File: src/rtl/pl_exception_return.sv
// Exception-entry/return sequencer: latches EPC/Cause, drives a timed flush plus handler redirect, and returns to EPC on ERET.
// Optional double-fault halt is compiled in with `define PL_EXC_DOUBLE_FAULT_EN.
module pl_exception_return #(
    parameter int unsigned FLUSH_CYCLES = 3
) (
    input  logic        clk,
    input  logic        reset,
    input  logic        enable,
    input  logic        exc_req,
    input  logic [31:0] exc_vector,
    input  logic [31:0] exc_pc,
    input  logic        exc_undef,
    input  logic        exc_ovf,
    input  logic        eret,
    input  logic [1:0]  mfc0_sel,
    output logic [31:0] mfc0_data,
    output logic        flush,
    output logic        pc_redirect,
    output logic [31:0] pc_target,
    output logic        exl,
    output logic        halted
);

    localparam logic [3:0] FLUSH_INIT = FLUSH_CYCLES[3:0];

    typedef enum logic [2:0] {
        S_RUN       = 3'd0,
        S_EXC_FLUSH = 3'd1,
        S_EXC_REDIR = 3'd2,
        S_HANDLER   = 3'd3,
        S_RET_REDIR = 3'd4
`ifdef PL_EXC_DOUBLE_FAULT_EN
        ,
        S_HALT      = 3'd5
`endif
    } state_t;

    state_t      r_state;
    state_t      w_state_next;
    logic [3:0]  r_cnt;
    logic [3:0]  w_cnt_next;
    logic        r_exl;
    logic        w_exl_next;
    logic        w_accept_exc;
    logic [31:0] r_epc;
    logic [31:0] r_cause;
    logic [31:0] r_vec_q;

    always_ff @(posedge clk or posedge reset) begin
        if (reset) begin
            r_state <= S_RUN;
            r_cnt   <= '0;
            r_exl   <= 1'b0;
        end else begin
            r_state <= w_state_next;
            r_cnt   <= w_cnt_next;
            r_exl   <= w_exl_next;
        end
    end

    // Exception context is only rewritten when an exception is accepted from RUN.
    always_ff @(posedge clk or posedge reset) begin
        if (reset) begin
            r_epc   <= '0;
            r_cause <= '0;
            r_vec_q <= '0;
        end else if (w_accept_exc) begin
            r_epc   <= exc_pc;
            r_cause <= {30'b0, exc_ovf, exc_undef};
            r_vec_q <= exc_vector;
        end
    end

    always_comb begin
        w_state_next = r_state;
        w_cnt_next   = r_cnt;
        w_exl_next   = r_exl;
        w_accept_exc = 1'b0;
        unique case (r_state)
            S_RUN: begin
                if (enable && exc_req) begin
                    w_accept_exc = 1'b1;
                    w_exl_next   = 1'b1;
                    w_cnt_next   = FLUSH_INIT;
                    w_state_next = S_EXC_FLUSH;
                end
            end
            S_EXC_FLUSH: begin
                w_cnt_next = r_cnt - 4'd1;
                if (r_cnt <= 4'd1) begin
                    w_state_next = S_EXC_REDIR;
                end
            end
            S_EXC_REDIR: begin
                w_state_next = S_HANDLER;
            end
            S_HANDLER: begin
`ifdef PL_EXC_DOUBLE_FAULT_EN
                if (enable && exc_req) begin
                    w_state_next = S_HALT;
                end else if (enable && eret) begin
                    w_state_next = S_RET_REDIR;
                end
`else
                if (enable && eret) begin
                    w_state_next = S_RET_REDIR;
                end
`endif
            end
            S_RET_REDIR: begin
                w_exl_next   = 1'b0;
                w_state_next = S_RUN;
            end
`ifdef PL_EXC_DOUBLE_FAULT_EN
            S_HALT: begin
                w_state_next = S_HALT;
            end
`endif
            default: begin
                w_state_next = S_RUN;
            end
        endcase
    end

    // Moore decode of the state register; pc_target reads 0 outside redirect cycles.
    always_comb begin
        flush       = 1'b0;
        pc_redirect = 1'b0;
        pc_target   = '0;
        halted      = 1'b0;
        unique case (r_state)
            S_EXC_FLUSH: begin
                flush = 1'b1;
            end
            S_EXC_REDIR: begin
                flush       = 1'b1;
                pc_redirect = 1'b1;
                pc_target   = r_vec_q;
            end
            S_RET_REDIR: begin
                flush       = 1'b1;
                pc_redirect = 1'b1;
                pc_target   = r_epc;
            end
`ifdef PL_EXC_DOUBLE_FAULT_EN
            S_HALT: begin
                flush  = 1'b1;
                halted = 1'b1;
            end
`endif
            default: begin
                flush = 1'b0;
            end
        endcase
    end

    assign exl = r_exl;

    always_comb begin
        mfc0_data = '0;
        unique case (mfc0_sel)
            2'd0:    mfc0_data = {31'b0, r_exl};
            2'd1:    mfc0_data = r_cause;
            2'd2:    mfc0_data = r_epc;
            default: mfc0_data = '0;
        endcase
    end

endmodule
File: config.mk
export PLATFORM = sky130hd
export DESIGN_NAME = pl_exception_return
export DESIGN_NICKNAME = d
export VERILOG_FILES = /design/src/rtl/pl_exception_return.sv
export SDC_FILE = /design/constraint.sdc
export NUM_CORES = 1
export LEC_CHECK = 0
export ABC_AREA = 1
export BUFFER_PORTS_ARGS = -buffer_cell sky130_fd_sc_hd__buf_2
export CAP_MARGIN = 5
export CORE_MARGIN = 1.5
export CORE_UTILIZATION = 45
export CTS_BUF_LIST = sky130_fd_sc_hd__clkbuf_8
export DETAILED_ROUTE_END_ITERATION = 10
export MAX_ROUTING_LAYER = met4
export PLACE_DENSITY = 0.75
export RECOVER_POWER = 25
export SETUP_SLACK_MARGIN = 0.02
export SLEW_MARGIN = 30
export SYNTH_ARGS = -nofsm -noshare
export SYNTH_HDL_FRONTEND = slang
export SYNTH_SLANG_ARGS = --single-unit
File: constraint.sdc
create_clock -name clk -period 6.1 [get_ports clk]
set_input_delay 0.61 -clock clk [delete_from_list [all_inputs] [get_ports clk]]
set_output_delay 0.61 -clock clk [all_outputs]
set_load 0.02 [all_outputs]
==> summary.log <==
[timing] fraction of the cycle the final worst path needs 44.7%
[floorplan] Die X 90.8 µm
[cts] Root Buffer sky130_fd_sc_hd__clkbuf_8
[timing] Slew Viols, Final 0
[placed_design] count of input and output buffers 139
[cells_and_area] most frequent standard cell in the layout excluding fill and tap cells sky130_fd_sc_hd__buf_2
[outcome] run status complete, no violations
[synthesis] number of warnings issued by yosys 0
[cts] Clock Sinks 74
[floorplan] total I/O pin count 141
[cells_and_area] Sequential cell area 1850 µm²
[route] detailed-router iteration count before antenna repair 4
[timing] unrepaired setup endpoints after global routing no
[synthesis] Avg Inst Size Synth 8.16 µm²
[global_routing] initial antenna violation count 0
[synthesis] top post-synthesis cells by area sky130_fd_sc_hd__dfrtp_1 (53%), sky130_fd_sc_hd__nor2_1 (10%), sky130_fd_sc_hd__a21oi_1 (8.8%)
[pwr] leakage power 0.00258 µW
[placed_design] GP Congestion 0.779
[timing] Final Hold Slack 459 ps
[cts] Max H-tree Level 3
[critical_path] arrival time reported for the critical path endpoint 2110 ps
[critical_path] start point of the critical path r_state[1]$_DFFE_PP0P_
[route] initial detailed-routing violation count 142
[critical_path] worst reg2reg path depth 5
[route] number of nets still failing antenna checks after routing 0
[route] wire length per cell after detailed routing 12.1 µm
[timing] tightest slew margin relative to the limit 53.1%
[critical_path] reg-to-reg endpoint r_epc[28]$_DFFE_PP0P_
[timing] time the final worst path needs with I/O delays and setup 2720 ps
[critical_path] class of the most critical setup path register to primary output
[global_routing] total grt overflow 0
[timing] Worst-Margin Slew 702 ps
[global_routing] total routing usage reported by global routing 20.6%
[cts] number of buffers inserted to repair setup after CTS 0
[synthesis] number of synthesized register bits 74
[pwr] maximum resistive drop on vdd 243 µV
[synthesis] Unique masters post-synth 21
[route] number of vias per cell after detailed routing 4.74
[timing] Layout Skew 7.12 ps
[synthesis] library cell with the largest summed area after synthesis sky130_fd_sc_hd__dfrtp_1
[cells_and_area] number of antenna diodes 0
[synthesis] Gate Count Post-Synth 425
[cells_and_area] fill cell total of the finished layout 719
[cells_and_area] total number of nets in the final design 628
[global_routing] wire length of the first global-routing pass 13.5 mm
[job] max-cap violations 0
[timing] Achievable Freq 367 MHz
[timing] Fin Setup TNS 0 ps
[synthesis] Syn Std Cell Area 3470 µm²
[cts] number of buffers created by CTS 9
[cts] count of hold-fix buffers inserted at cts 0
[cells_and_area] multi-input gate area in the final layout 1170 µm²
[synthesis] number of nets in the synthesized netlist 500
[cts] clock-pin slew of the registers on the worst-case setup and hold paths 80 ps
[floorplan] full die area 8240 µm²
[critical_path] required time of the critical path 5490 ps
[floorplan] placeable core region 7370 µm²
[synthesis] fraction of post-synthesis cell area in the top cell type by area 53.4%
[critical_path] startpoint of the worst-slack reg-to-reg timing path r_state[0]$_DFFE_PP0P_
[floorplan] y dimension of the die 90.8 µm
[timing] final setup violating endpoints 0
[cts] clock tree from TritonCTS done
[global_routing] pin count of the biggest net entering global routing 75
[critical_path] largest fanout of any net on the critical path 19
[route] sum of routed wire length over all layers 7.95 mm
[cells_and_area] most frequent cells in the layout sky130_fd_sc_hd__buf_2 (139), sky130_fd_sc_hd__nor2_1 (96), sky130_fd_sc_hd__inv_1 (79)
[critical_path] Setup crit start kind register
[placed_design] HPWL after DPL 5.62 mm
[route] via count 3,107
[route] DRC violation count after routing 0
[timing] Final Hold Vio Count 0
[cts] CTS resizes 0
[cells_and_area] proportion of layout cells with a drive suffix above 1 28.9%
[floorplan] number of placement rows 31
[critical_path] register-to-register setup slack 3940 ps
[critical_path] endpoint kind of the worst setup timing path primary output
[cts] Clock Path Buffers 2
[global_routing] vias in the first global route 3,058
[pwr] power per cell area 487 nW/µm²
[cts] clock insertion delay at the later pin of the skew report 320 ps
[floorplan] Initial Util 47.0%
[synthesis] fraction of the yosys area taken by sequential cells 53.4%
[cells_and_area] area added between synthesis and finish 26.7%
[worst_hold_path] worst hold path class input pin to asynchronous set/reset pin
[state kept, by name, indices dropped and copies added (netlist names)]
register and flops:
r_cause 2, r_vec_q 32, exl 1, r_state 3, r_cnt 4, r_epc 32
[worst max-delay path by stage]
stage | endpoint | slack, ps | cells after the start
floorplan | exl$_DFFE_PP0P_ | 3610 | 1
detailed placement | pc_target[28] | 3730 | 5
finish | pc_target[28] | 3380 | 5
global placement | pc_target[5] | 3410 | 4
global route | pc_target[28] | 3220 | 5
CTS | pc_target[28] | 3370 | 5
[Yosys cell counts, drive strengths merged]
master / instances
a21o: 1
ha: 2
nor2: 97
buf: 15
nand3: 13
dfrtp: 74
o21a: 1
o21ai: 11
clkbuf: 10
o211ai: 1
o22ai: 30
nand4: 2
xnor2: 1
conb: 1
a21oi: 61
nand2: 26
inv: 79
[cell families (layout without fill, tap and decap cells)]
logic type / Yosys count / count (layout) / share of synthesized area, %
simple gates: 138 / 138 / 16.1
compound gates: 105 / 105 / 16.5
buf+inv: 104 / 236 / 12.9
flops: 74 / 74 / 53.4
fa+ha+maj: 2 / 2 / 0.722
other cells: 1 / 1 / 0.108
xor+xnor: 1 / 1 / 0.253
[critical path, stage by stage (launching register included)]
cell and delay (ps):
sky130_fd_sc_hd__dfrtp_1 470, sky130_fd_sc_hd__nor2_1 140, sky130_fd_sc_hd__nand2_1 400, sky130_fd_sc_hd__buf_4 390, sky130_fd_sc_hd__o22ai_1 180, sky130_fd_sc_hd__buf_2 210
[layout make-up]
class | instances | area share (%)
flip-flops and latches | 74 | 42.2
multi-input cells | 247 | 26.7
clock inverters | 4 | 1.71
inverters | 79 | 6.75
repair buffers | 142 | 16.4
well taps | 99 | 2.82
clock buffers | 11 | 3.45
[report_power, final]
part           internal, µW  switching [µW]
clock network           250             167
registers               714            83.6
logic                   309             614
total                  1270             864
[per-layer routing]
metal	share of wire [%]	wire [µm]	vias to the layer above	global-route usage (%)
li1	-	-	1590	-
met1	46	3680	1426	25.6
met2	48	3860	84	35.0
met3	4.7	375	7	3.03
met4	0.52	41	0	6.12
met5	0	0	-	-
[stage by stage]
step           utilization, %  worst slack, ps  cell area (µm²)  total power [µW]  std cells
2_1_floorplan               -             3610             3470              1480        425
3_3_place_gp             56.4             3410             4160              1700        641
3_5_place_dp             56.5             3730             4160              1740        641
4_1_cts                  59.6             3370             4390              2160        656
5_1_grt                  59.6             3220             4390              2310        656
6_report                 59.6             3380             4390              2140        656
(Power assumes the default switching activity.)
